### config.mk
export PLATFORM = sky130hd
export DESIGN_NAME = jstk_spi_responder
export DESIGN_NICKNAME = d
export VERILOG_FILES = /design/src/rtl/jstk_spi_responder.sv
export SDC_FILE = /design/constraint.sdc
export NUM_CORES = 1
export LEC_CHECK = 0
export BUFFER_PORTS_ARGS = -buffer_cell sky130_fd_sc_hd__buf_2
export CELL_PAD_IN_SITES_DETAIL_PLACEMENT = 1
export CELL_PAD_IN_SITES_GLOBAL_PLACEMENT = 1
export CORE_ASPECT_RATIO = 1.4
export CORE_MARGIN = 4
export CORE_UTILIZATION = 40
export CTS_CLUSTER_SIZE = 40
export DETAILED_ROUTE_END_ITERATION = 6
export GPL_TIMING_DRIVEN = 1
export PLACE_DENSITY_LB_ADDON = 0.1
export SLEW_MARGIN = 20
export SYNTH_ARGS = -nofsm -noshare
export SYNTH_HDL_FRONTEND = slang
export SYNTH_SLANG_ARGS = --single-unit
### constraint.sdc
create_clock -name board_clk -period 1.65 [get_ports board_clk]
set_input_delay 0.2475 -clock board_clk [delete_from_list [all_inputs] [get_ports board_clk]]
set_output_delay 0.2475 -clock board_clk [all_outputs]
set_load 0.05 [all_outputs]
### src/rtl/jstk_spi_responder.sv
// -----------------------------------------------------------------------------
// jstk_spi_responder
//
// SPI slave (mode 0, MSB first) that emulates a joystick module. When the
// master selects the device, the block captures the joystick position and
// button state. It then streams that 5-byte frame out on miso. While the first
// byte shifts out, the block receives a command byte on mosi.
//
// Frame layout (byte order on the wire):
//   x_pos[7:0], {6'b0, x_pos[9:8]}, y_pos[7:0], {6'b0, y_pos[9:8]},
//   {5'b0, buttons}
// Any bits clocked after the 40th read as 0.
//
// Ports:
//   board_clk   system clock, all logic on its rising edge
//   reset       synchronous, active-high reset
//   ss          SPI slave select (active low, asynchronous)
//   sclk        SPI clock (asynchronous, period >= 8 board_clk cycles)
//   mosi        SPI data from master (asynchronous)
//   miso        SPI data to master
//   x_pos       10-bit joystick X value
//   y_pos       10-bit joystick Y value
//   buttons     {btn2, btn1, stick}
//   leds        LED bits taken from an accepted command byte
//   frame_done  one-cycle pulse: frame ended after a whole number (>= 5) of bytes
//   frame_err   one-cycle pulse: frame ended short or mid-byte
//   busy        high while the frame is active
//
// Build option:
//   JSTK_RESP_LED_EN  When this macro is defined, a command byte of the form
//                     6'b100000_xx loads leds on the 8th sclk rise. When the
//                     macro is not defined, leds is tied to 2'b00 and the block
//                     has no command register.
// -----------------------------------------------------------------------------
module jstk_spi_responder (
  input  logic       board_clk,
  input  logic       reset,
  input  logic       ss,
  input  logic       sclk,
  input  logic       mosi,
  output logic       miso,
  input  logic [9:0] x_pos,
  input  logic [9:0] y_pos,
  input  logic [2:0] buttons,
  output logic [1:0] leds,
  output logic       frame_done,
  output logic       frame_err,
  output logic       busy
);

  typedef enum logic [1:0] {
    ST_IDLE   = 2'd0,
    ST_ACTIVE = 2'd1,
    ST_END    = 2'd2
  } state_t;

  state_t      state_reg;

  // Synchronizers: *_meta_reg is the first flop and *_sync_reg is the second.
  logic        ss_meta_reg;
  logic        ss_sync_reg;
  logic        sclk_meta_reg;
  logic        sclk_sync_reg;
  logic        sclk_prev_reg;

  // sync_valid_reg fills with ones after reset. Once sync_valid_reg[1] is set,
  // ss_sync_reg holds a real sample of ss rather than its reset value.
  logic [1:0]  sync_valid_reg;

  // armed_reg is set only after ss has really been observed high. This stops a
  // master that is still holding ss low after a reset from being treated as a
  // fresh frame start.
  logic        armed_reg;

  logic [39:0] snapshot_reg;
  logic [2:0]  bit_cnt_reg;
  logic [2:0]  byte_cnt_reg;

  logic        sclk_rise;
  logic        sclk_fall;
  logic        ss_fall_ok;
  logic        ss_rise;
  logic [39:0] snap_load;

  // ---------------------------------------------------------------------------
  // Input synchronizers
  // ---------------------------------------------------------------------------
  always_ff @(posedge board_clk) begin
    if (reset) begin
      ss_meta_reg    <= 1'b1;
      ss_sync_reg    <= 1'b1;
      sclk_meta_reg  <= 1'b0;
      sclk_sync_reg  <= 1'b0;
      sclk_prev_reg  <= 1'b0;
      sync_valid_reg <= 2'b00;
    end else begin
      ss_meta_reg    <= ss;
      ss_sync_reg    <= ss_meta_reg;
      sclk_meta_reg  <= sclk;
      sclk_sync_reg  <= sclk_meta_reg;
      sclk_prev_reg  <= sclk_sync_reg;
      sync_valid_reg <= {sync_valid_reg[0], 1'b1};
    end
  end

  assign sclk_rise = sclk_sync_reg & ~sclk_prev_reg;
  assign sclk_fall = ~sclk_sync_reg & sclk_prev_reg;

  // A frame start needs the synchronized ss to be low and the first flop to
  // still be low. A low pulse on ss that is seen in only one sample therefore
  // dies in the synchronizer. The block stays idle and raises no pulse.
  assign ss_fall_ok = armed_reg & ~ss_sync_reg & ~ss_meta_reg;
  assign ss_rise    = ss_sync_reg;

  assign snap_load = {x_pos[7:0], 6'b0, x_pos[9:8],
                      y_pos[7:0], 6'b0, y_pos[9:8],
                      5'b0, buttons};

  // ---------------------------------------------------------------------------
  // Optional command capture (LED bits)
  // ---------------------------------------------------------------------------
`ifdef JSTK_RESP_LED_EN
  logic       mosi_meta_reg;
  logic       mosi_sync_reg;
  logic [6:0] cmd_shift_reg;
  logic [1:0] leds_reg;
  logic [7:0] cmd_byte;

  // mosi goes through the same two-flop depth as sclk. The data bit therefore
  // lines up with the detected sclk rise.
  always_ff @(posedge board_clk) begin
    if (reset) begin
      mosi_meta_reg <= 1'b0;
      mosi_sync_reg <= 1'b0;
    end else begin
      mosi_meta_reg <= mosi;
      mosi_sync_reg <= mosi_meta_reg;
    end
  end

  assign cmd_byte = {cmd_shift_reg, mosi_sync_reg};

  always_ff @(posedge board_clk) begin
    if (reset) begin
      cmd_shift_reg <= 7'd0;
      leds_reg      <= 2'b00;
    end else if (state_reg == ST_ACTIVE && !ss_rise && sclk_rise) begin
      cmd_shift_reg <= cmd_byte[6:0];
      // Only the first byte of a frame is a command. That byte completes on
      // the 8th rise, when byte_cnt is 0 and bit_cnt is 7.
      if (byte_cnt_reg == 3'd0 && bit_cnt_reg == 3'd7 &&
          cmd_byte[7:2] == 6'b100000) begin
        leds_reg <= cmd_byte[1:0];
      end
    end
  end

  assign leds = leds_reg;
`else
  logic unused_mosi;
  assign unused_mosi = mosi;
  assign leds        = 2'b00;
`endif

  // ---------------------------------------------------------------------------
  // Frame FSM. All outputs are registered.
  // ---------------------------------------------------------------------------
  always_ff @(posedge board_clk) begin
    if (reset) begin
      state_reg    <= ST_IDLE;
      armed_reg    <= 1'b0;
      snapshot_reg <= 40'd0;
      bit_cnt_reg  <= 3'd0;
      byte_cnt_reg <= 3'd0;
      miso         <= 1'b0;
      busy         <= 1'b0;
      frame_done   <= 1'b0;
      frame_err    <= 1'b0;
    end else begin
      frame_done <= 1'b0;
      frame_err  <= 1'b0;
      if (sync_valid_reg[1] && ss_sync_reg) begin
        armed_reg <= 1'b1;
      end

      case (state_reg)
        ST_IDLE: begin
          miso <= 1'b0;
          busy <= 1'b0;
          if (ss_fall_ok) begin
            state_reg    <= ST_ACTIVE;
            busy         <= 1'b1;
            armed_reg    <= 1'b0;
            snapshot_reg <= snap_load;
            // The first bit must be on the line before the first sclk rise.
            miso         <= snap_load[39];
            bit_cnt_reg  <= 3'd0;
            byte_cnt_reg <= 3'd0;
          end
        end

        ST_ACTIVE: begin
          if (ss_rise) begin
            state_reg <= ST_END;
            busy      <= 1'b0;
            miso      <= 1'b0;
            // The pulse is registered, so it is high during the END cycle.
            if (byte_cnt_reg >= 3'd5 && bit_cnt_reg == 3'd0) begin
              frame_done <= 1'b1;
            end else begin
              frame_err <= 1'b1;
            end
          end else begin
            if (sclk_rise) begin
              bit_cnt_reg <= bit_cnt_reg + 3'd1;
              if (bit_cnt_reg == 3'd7 && byte_cnt_reg != 3'd5) begin
                byte_cnt_reg <= byte_cnt_reg + 3'd1;
              end
            end
            // Zeros shift in from the bottom. Once 40 bits have gone out,
            // miso reads 0 without any extra bookkeeping.
            if (sclk_fall) begin
              snapshot_reg <= {snapshot_reg[38:0], 1'b0};
              miso         <= snapshot_reg[38];
            end
          end
        end

        ST_END: begin
          state_reg <= ST_IDLE;
          miso      <= 1'b0;
          busy      <= 1'b0;
        end

        default: begin
          state_reg <= ST_IDLE;
          miso      <= 1'b0;
          busy      <= 1'b0;
        end
      endcase
    end
  end

endmodule

* Word level (Yosys, flattened, before mapping) *
Index checks and enable logic that the tools add are counted.

word-level totals
  register bits after elaboration = 59
  latch bits = 0
  RAM bits = 0
  ROM bits = 0
  output and inout bits = 6
  word-level logic and storage cells = 77
  memories kept = 0

operators by class
  add/sub/neg operators = 2
  $mul = 0
  divide/modulo/power cells = 0
  $lt $le $gt $ge = 1
  equal/unequal tests = 10
  shift-type cells = 0
  multiplexer cells = 28
  bitwise gates (word level) = 9
  reduce and logical (&&, ||, !) cells = 11

operator list
  operator               number
  $mux W39               3
  $pmux W39 S2           1
  $mux W3                6
  $ne A2 B2 Y1 const B   6
  $pmux W3 S2            2
  $mux W1                11
  $reduce_and A4 Y1      2
  $add A3 B1 Y3 const B  2
  $ne A3 B3 Y1 const B   2
  $not A1 Y1             5
  $reduce_and A5 Y1      1
  $and A1 B1 Y1          4
  $mux W2                2
  $pmux W1 S2            2
  $pmux W2 S2            1
  $eq A3 B3 Y1 const B   1
  $ge A3 B3 Y1 const B   1
  $logic_and A1 B1 Y1    3
  $logic_not A3 Y1       1
  $reduce_or A3 Y1       1
  $eq A2 B1 Y1 const B   1
  $logic_not A2 Y1       1
  $reduce_and A2 Y1      1
  $reduce_bool A2 Y1     1

* Depth between registers and ports, before layout *
Gate-level depths: netlist of run 1.

  depth after elaboration = 6
  depth in mapped cells = 7
  gate-level depth less buffers = 6

* Least setup slack after synthesis of run 1 *
Ideal clock, no wire load.

  kind = reg2reg
  start = register bit_cnt_reg[0]
  end = register byte_cnt_reg[0]
  setup time = 0.077 ns
  arrival time = 1.462 ns
  data required time = 1.573 ns
  slack = 0.111 ns
  stages on the path, launching flop included = 7
  cell sequence = dfxtp_1 -> ha_1 -> ha_1 -> inv_1 -> a211o_1 -> or4_1 -> a31oi_1

on the way
  longest elaborated chain between the ends = 4

RTL lines
  what                                line  text
  start: declaration                  76    logic [2:0] bit_cnt_reg;
  start signal: assignment            215   bit_cnt_reg <= bit_cnt_reg + 3'd1;
  $eq A3 B3 Y1                        216   if (bit_cnt_reg == 3'd7 && byte_cnt_reg != 3'd5) begin
  $logic_and A1 B1 Y1                 216
  $ne A2 B2 Y1 (no source line)       n/a
  $reduce_and A5 Y1 (no source line)  n/a
  end signal: assignment              217   byte_cnt_reg <= byte_cnt_reg + 3'd1;
  end: declaration                    77    logic [2:0] byte_cnt_reg;

Every way passes these cells.
A chain may end at the register's enable or synchronous reset.

* Worst setup path in the final report of run 1 *
  start = register state_reg[1]
  end = register snapshot_reg[2]

on the way
  longest elaborated chain between the ends = 3
  elaborated cells between the ends (all ways) = 8
  classes of those cells = eq/ne: 4; mux: 1; reduce/logical: 3

RTL lines
  what                                                                        line  text
  start: declaration                                                          57    state_t state_reg;
  start signal: assignment                                                    170   state_reg <= ST_IDLE;
  start signal: assignment                                                    191   state_reg <= ST_ACTIVE;
  start signal: assignment                                                    204   state_reg <= ST_END;
  $eq A2 B1 Y1 / $logic_not A2 Y1 (equally long branches)                     186   case (state_reg)
  $ne A2 B2 Y1 (no source line) / $reduce_bool A2 Y1 (equally long branches)  n/a
  $reduce_and A4 Y1 (no source line)                                          n/a
  end signal: assignment                                                      194   snapshot_reg <= snap_load;
  end signal: assignment                                                      223   snapshot_reg <= {snapshot_reg[38:0], 1'b0};
  end: declaration                                                            75    logic [39:0] snapshot_reg;

Parallel ways exist; a longest one is shown, timed or not.

==> run summary, run 1 <==
The count of cells along the worst register-to-register path is 6. The number of flip-flops under the largest register name is 39. The vertical die dimension is between 100 and 150 um. The final hold slack is 0.102 ns. The detailed-router iteration count before antenna repair came out at 4. In the routed layout, each cell is associated on average with a via count of 5.40.

The total overflow reported by the global router came out at 0. The clock-pin slew on the worst setup and hold paths is approximately 0.070 ns. Summed over all nets, wire length on met3 after detailed routing comes to around 200 um. In this run the remaining antenna-violating nets after routing total 0. The final count of hold timing violations came to 0. The ratio of final minimum period to clock period is 94.9%. The total of endpoints with negative setup slack in the final report is 0.

The die outline width is 76.6 um. The launch point of the critical path is state_reg[1]. The site row count came out at 34.

TritonCTS built the clock tree. The routed length on met1 is 2600 um. For the worst setup path, the data required time is 1.89 ns. The share of async-settable or async-resettable flops after synthesis came out at 0%.

The number of slew-limit violations in the final report came to 0. The relative area change from synthesis to final layout is 18.2%. The diode insertion count for antenna repair is 0.

The clock tree synthesis step divided the H-tree into 3 levels. STA classifies the critical path startpoint as a register. The final weighted congestion in routability-driven placement is roughly 0.74.

The most frequent standard cell in the layout excluding fill and tap cells is sky130_fd_sc_hd__dfxtp_1. The synthesized netlist cell count came out at 272. The starting utilization of the core area came out at between 40% and 50%. The worst max-slew margin expressed relative to the limit is 62.0%.

The number of max-cap violations is 0. The post-layout instance area is 3110 um2. Dividing the synthesized area by the synthesized cell count gives 9.69 um2.

In the detailed route, the total length drawn on met2 is 3160 um. For this design, the slowest cell found on the critical path is sky130_fd_sc_hd__dfxtp_1. In this run, the number of DRC markers left after iteration 0 of detailed routing was 95. The number of enable flip-flop cells after synthesis is 0.

The worst-skew pair later-pin latency came out at 0.33 ns. The final routed wirelength across all metal layers is 6080 um. The core region is 6300 um2. In this run the worst path has a maximum fanout of 8. The critical path contains buffers and inverters numbering 2 combined. The number of ports placed on the die boundary is 34. The synthesized netlist occupies a cell area of 2640 um2. Timing would allow up to 0.639 GHz.

For this design, the sink count on the clock tree is 59. The share of layout cells above drive strength 1 came out at a little over a third. The cell type group with the largest total delay on the critical path is compound AO/OA/AOI/OAI gates. The number of buffers between clock root and the deepest sink came out at 2. The number of global-route vias before repair is 2185. The TritonCTS buffer count came out at 9. The flow ran to the end, and the final reports show no timing, DRC or antenna violations. The total routing usage reported by global routing came out at 16.0%. The kind of end point of the critical path is a register. In the layout the commonest cells are 57 x sky130_fd_sc_hd__dfxtp_1, 46 x sky130_fd_sc_hd__nand2_1, 30 x sky130_fd_sc_hd__buf_2. The detailed placement HPWL came out at 3960 um.

The initial antenna violation count is 0. The clock skew after layout is 0.00694 ns. Across the VDD grid, the largest voltage drop is around 0.00052 V. The leading register cell type out of synthesis is sky130_fd_sc_hd__dfxtp_1. The shortest period the worst path allows came out at between 1.5 and 2 ns. Setup repair after global routing could not meet its margin everywhere. The placed instance area came out at 2840 um2. The first global-routing pass estimated 10300 um of wire. The number of distinct standard cells referenced by the synthesized netlist came out at 39. The register bit count reported by yosys came out at 59. Routed signal wires occupy layers up through met4. In this design, the stage delay of the slowest critical-path cell is 0.32 ns. The total power per unit cell area is roughly 900 nW/um2. At the pin with the least slew margin, the transition time is 0.570 ns. The critical path ends at snapshot_reg[2].

The total die area came out at 7970 um2. In the final design database the tool counted 342 nets. In this run the critical register-to-register path is captured at snapshot_reg[2]. The static leakage power came out at roughly 1.2 nW. The part of the Yosys area used for sequential elements came out at between 40% and 50%. The startpoint identified for the worst register-to-register timing path is state_reg[1].

The worst hold path belongs to the class in -> reg. The setup path with the least slack is of type reg -> reg. The count of buffers inserted at the top-level ports is 30. For the worst setup path, the data arrival time is 1.81 ns. The tree is rooted in a sky130_fd_sc_hd__clkbuf_8.

The critical path goes through buf_4, nor2_4, o221a_4, buf_4, nor2_1, a311oi_2. The pin count of the biggest net entering global routing came out at 33. The routed length per placed instance came out at roughly 16 um. The count of vias placed by the detailed router is 2085. The most numerous cell type found on the critical path is sky130_fd_sc_hd__buf_4. During synthesis, Yosys emitted a total of 0 warnings.

The final routed DRC violation total came out at 0. The worst reg-to-reg setup slack came out at 0.08 ns. The number of logic stages on the critical path including buffering is 6.
[routing by layer]
metal,GRT usage [%],vias up
met4,8.55,0
met3,3.38,9
li1,-,1027
met5,0,-
met1,18.7,1012
met2,27.1,37
[worst register-to-register path, stage by stage, from the launching register on]
cell                       delay, ns
sky130_fd_sc_hd__dfxtp_1        0.32
sky130_fd_sc_hd__buf_4          0.15
sky130_fd_sc_hd__nor2_4         0.20
sky130_fd_sc_hd__o221a_4        0.29
sky130_fd_sc_hd__buf_4          0.21
sky130_fd_sc_hd__nor2_1         0.07
sky130_fd_sc_hd__a311oi_2       0.23
[area by class of cell]
| cell class | instances | area, um2 |
|---|---|---|
| clock buffers | 11 | 141 |
| clock inverters | 5 | 52.6 |
| fillers | 739 | 3180 |
| inverters | 6 | 22.5 |
| multi-input cells | 186 | 1290 |
| flip-flops and latches | 59 | 1180 |
| well taps | 72 | 90.1 |
| repair buffers | 47 | 333 |
[what timing repair did]
item	4_1_cts	5_1_grt
resized for setup	6	2
hold buffers	0	0
pin swaps	0	3
endpoints found under the setup margin	19	17
gates cloned	0	1
setup buffers	0	2
[worst min-delay path by stage]
stage	start	to	slack (ns)	cells after the start
floorplan	ss	ss_meta_reg	0.35	1
global placement	sclk_meta_reg	sclk_sync_reg	0.42	1
detailed placement	ss_meta_reg	ss_rise	0.42	1
CTS	ss	ss_meta_reg	0.09	2
global route	ss	ss_meta_reg	0.1	2
finish	ss	ss_meta_reg	0.10	2
[synthesized netlist by cell type (3+ instances only)]
master / count / area (um2)
sky130_fd_sc_hd__nor3_1: 5 / 25.0
sky130_fd_sc_hd__nor2_1: 22 / 82.6
sky130_fd_sc_hd__dfxtp_1: 59 / 1180
sky130_fd_sc_hd__a22oi_1: 19 / 143
sky130_fd_sc_hd__clkbuf_1: 7 / 26.3
sky130_fd_sc_hd__nor2b_1: 6 / 37.5
sky130_fd_sc_hd__nand4_1: 3 / 18.8
sky130_fd_sc_hd__o21ai_0: 4 / 20.0
sky130_fd_sc_hd__nand2_1: 46 / 173
sky130_fd_sc_hd__inv_1: 6 / 22.5
sky130_fd_sc_hd__buf_4: 4 / 30.0
sky130_fd_sc_hd__nor2_2: 20 / 125
sky130_fd_sc_hd__a311oi_2: 21 / 315
sky130_fd_sc_hd__ha_1: 5 / 62.6
sky130_fd_sc_hd__buf_2: 4 / 20.0
sky130_fd_sc_hd__buf_6: 5 / 56.3
sky130_fd_sc_hd__a21oi_1: 6 / 30.0
[cell families after synthesis]
family | Yosys count | share of synthesized area [%]
compound gates | 60 | 22.9
other cells | 1 | 0.142
buf+inv | 28 | 7.41
fa+ha+maj | 5 | 2.37
flops | 59 | 44.8
simple gates | 119 | 22.4
[report_power, final]
group / switching, W / internal (W) / leakage [nW]
registers: 0.00000825 / 0.00144 / 0.478
logic: 0.0000793 / 0.0000501 / 0.594
clock network: 0.000578 / 0.000731 / 0.0991
[stage by stage]
| step | worst slack (ns) | util, % | total power (W) | cells | setup TNS [ns] |
|---|---|---|---|---|---|
| floorplan | 0.111 | - | 0.00156 | 273 | 0 |
| global placement | -0.0644 | 45.1 | 0.00160 | 367 | -0.935 |
| detailed placement | -0.119 | 45.1 | 0.00160 | 367 | -1.64 |
| CTS | 0.0238 | 48.6 | 0.00292 | 383 | 0 |
| global route | -0.0219 | 49.5 | 0.00301 | 386 | -0.0219 |
| finish | 0.0842 | 49.5 | 0.00288 | 386 | 0 |
Power figures use the tool's default switching activity.
==> inputs of run 2 (changes only) <==
- CORE_MARGIN: 4 -> 2
==> run 2 against run 1 <==
Against the previous run: total power increased by 13%; combinational power about the same; die area decreased by 8.9%; non-clock buffer count did not move; fmax decreased by 1.9%; flip-flop and latch count unchanged; final area increased by 2.0%; sequential share of layout area down 0.71 points; critical path type unchanged; largest power group is now clock; highest routed layer unchanged.
==> run summary, run 2 (synthesis gave the netlist of run 1 again) <==
The utilization after layout came to 49.0% (-0.45 points). TritonCTS built the clock tree. The via density per instance is 5.32 (-1.5%).

The worst setup path is launched from a register. Compared with the post-synthesis result, the final layout area differs by 20.6%. The worst max-slew margin expressed relative to the limit is 63.0% (+1.0 points). The final count of hold timing violations came to 0 (unchanged).

The total overflow reported by the global router came out at 0 (unchanged). The total die area is 7260 um2 (-8.9%). The worst-skew pair later-pin latency is 0.33 ns (about the same).

The total power is 0.00327 W (+13%). The final weighted congestion in routability-driven placement is 0.763 (+3.1%). The pin count of the biggest net entering global routing is 22 (-33%). The number of ports placed on the die boundary came out at 34 (unchanged). The detailed-router iteration count before antenna repair came to 4 (unchanged). The post-route non-filler standard cell count is 388 (+0.52%). The number of flip-flops under the largest register name came out at 39 (unchanged). The count of buffers inserted at the top-level ports is 30 (unchanged). The met2 routing resource usage after global routing is 29.7% (+2.6 points). In the layout the commonest cells are 56 x sky130_fd_sc_hd__dfxtp_1, 46 x sky130_fd_sc_hd__nand2_1, 30 x sky130_fd_sc_hd__buf_2. The number of global-route vias before repair is 2105 (-3.7%).

The fraction of power consumed by combinational cells came out at 4.0% (-0.5 points). The ratio of final minimum period to clock period is 96.7% (+1.8 points). The number of levels the H-tree was split into is 3 (unchanged).

The die outline width is 72.6 um (-5.2%). The total power per unit cell area is 1030 nW/um2 (+11%). The static leakage power came to 1.18 nW (+1.0%).

The met3 capacity usage during global routing is 4.22% (+0.84 points). The run finished with clean final reports. The library cell used most frequently in the layout, excluding fill and tap cells, is sky130_fd_sc_hd__dfxtp_1. The category of the critical setup timing path is reg -> reg. The number of max-cap violations came out at 0 (unchanged). The worst hold path cell count came out at 2 (unchanged). The number of nets at the end of the flow came out at 342 (unchanged). The top fanout value on the critical path came out at 4 (-4). The site row count came out at 35 (+2.9%). The hold buffer count at cts is 0 (unchanged). The routing usage on met1 is 19.7% (+0.96 points). The worst reg-to-reg setup slack is 0.05 ns (-0.03 ns). The design internal power came out at 0.00261 W (+18%). The count of vias placed by the detailed router is 2065 (-0.96%). The TritonCTS buffer count is 9 (unchanged). The number of slew-limit violations in the final report is 0 (unchanged).

STA classifies the critical path endpoint as a register. The total net switching power is 0.000651 W (-2.2%). In this run the most critical hold path is launched from ss. The final routed wirelength across all metal layers is 5820 um (-4.3%). The share of layout cells above drive strength 1 came to 36.9% (+0.64 points). The number of routed nets with antenna violations is 0 (unchanged).

The launch instance of the worst register-to-register path is byte_cnt_reg[1]. The wire length of the first global-routing pass is 9660 um (-6.2%). The total of endpoints with negative setup slack in the final report is 0 (unchanged).

The critical path required time is 1.90 ns (about the same). The clock network fraction of design power is 51.7% (+6.3 points). The diode insertion count for antenna repair was 0 (unchanged).

The arrival time of the worst setup path came out at 1.85 ns (+0.04 ns). The worst hold path belongs to the class in -> reg. The total core area is 6480 um2 (+2.9%). The vertical die dimension came out at 100 um (-3.8%). The detailed placement HPWL is 4090 um (+3.2%). The shortest period the worst path allows came out at 1.60 ns (+0.0302 ns). The cell count after placement is 371 (+1.1%). The transition time of the tightest slew-check pin is 0.554 ns (-0.0156 ns).

The initial detailed-routing violation count is 58 (-39%). The final total negative setup slack is 0 ns (unchanged). The switching part of the total power is 19.9% (-3.1 points). The routed length per placed instance is 15.0 um (-4.8%). The sink count of the clock tree is 59 (unchanged).

The highest clock frequency the design can meet came to 0.627 GHz (-1.9%). The worst IR drop on VDD is 0.000541 V (+3.6%). In this run the most used layer during global routing was met2. The proportion of power drawn by flip-flops and latches was 44.2% (-5.9 points). The number of buffers between clock root and the deepest sink came out at 2 (unchanged). The count of cells along the worst register-to-register path was 5 (-1). The clock-pin slew on the worst setup and hold paths was 0.07 ns (about the same).

The initial antenna violation count is 0 (unchanged). For hold timing, the worst endpoint is ss_meta_reg. The total routing usage reported by global routing is 17.2% (+1.2 points). The clock skew after layout is 0.00606 ns (-0.000880 ns). The capturing point of the worst reg2reg path is byte_cnt_reg[0]. The starting utilization of the core area came out at 40.7% (-1.2 points). The library cell used as clock root buffer is sky130_fd_sc_hd__clkbuf_8. The final routed DRC violation total is 0 (unchanged).
## run 2: cell count changes in the layout (fill, tap and decap cells not counted), sizes merged
| cell | before | now |
|---|---|---|
| buf | 46 | 47 |
| bufinv | 1 | 3 |
| clkinv | 3 | 1 |
| clkinvlp | 1 | 0 |
## run 2: repair_timing
item,4_1_cts,5_1_grt
endpoints found under the hold margin,0,0
gates resized for setup,2,7
setup buffers,0,1
endpoints found under the setup margin,19,9
pin swaps,1,2
## run 2: worst max-delay path, stage by stage (launching register included)
cell and delay [ns]:
sky130_fd_sc_hd__dfxtp_2 0.36, sky130_fd_sc_hd__inv_1 0.05, sky130_fd_sc_hd__ha_1 0.20, sky130_fd_sc_hd__a211o_1 0.31
sky130_fd_sc_hd__or4_1 0.39, sky130_fd_sc_hd__a31oi_1 0.19
## run 2: final cells by class
type	instances	area, um2
Fill cell	742	3300
Inverter	6	22.5
Timing Repair Buffer	47	315
Multi-Input combinational cell	186	1300
Clock buffer	12	165
Tap cell	74	92.6
Sequential cell	59	1180
Clock inverter	4	95.1
## run 2: worst max-delay path by stage
stage,from,end,cells after the start
2_1_floorplan,bit_cnt_reg[0],byte_cnt_reg[0],6
3_3_place_gp,ss_meta_reg,snapshot_reg[15],4
3_5_place_dp,ss_meta_reg,snapshot_reg[27],4
4_1_cts,bit_cnt_reg[1],byte_cnt_reg[0],6
5_1_grt,byte_cnt_reg[1],byte_cnt_reg[0],5
6_report,byte_cnt_reg[1],byte_cnt_reg[0],5
## run 2: through the flow
step / worst slack [ns] / area (um2) / hold slack (ns)
2_1_floorplan: 0.111 / 2640 / 0.351
3_3_place_gp: -0.0200 / 2870 / 0.417
3_5_place_dp: -0.0560 / 2870 / 0.433
4_1_cts: 0.00545 / 3140 / 0.0733
5_1_grt: -0.0122 / 3180 / 0.0788
6_report: 0.0540 / 3180 / 0.0901
## run 2: power groups by stage
stage | logic [W] | clock network (W) | registers [W]
floorplan | 0.0000833 | 0 | 0.00148
global placement | 0.000131 | 0 | 0.00148
detailed placement | 0.000132 | 0 | 0.00148
CTS | 0.000134 | 0.00174 | 0.00144
global route | 0.000146 | 0.00181 | 0.00145
finish | 0.000131 | 0.00169 | 0.00144
## run 2: routing by layer
metal  part of all wire [%]  vias to the layer above
met5                      0                        -
met2                     53                       25
met3                    2.6                        8
met4                    1.9                        0
li1                       -                     1025
met1                     42                     1007
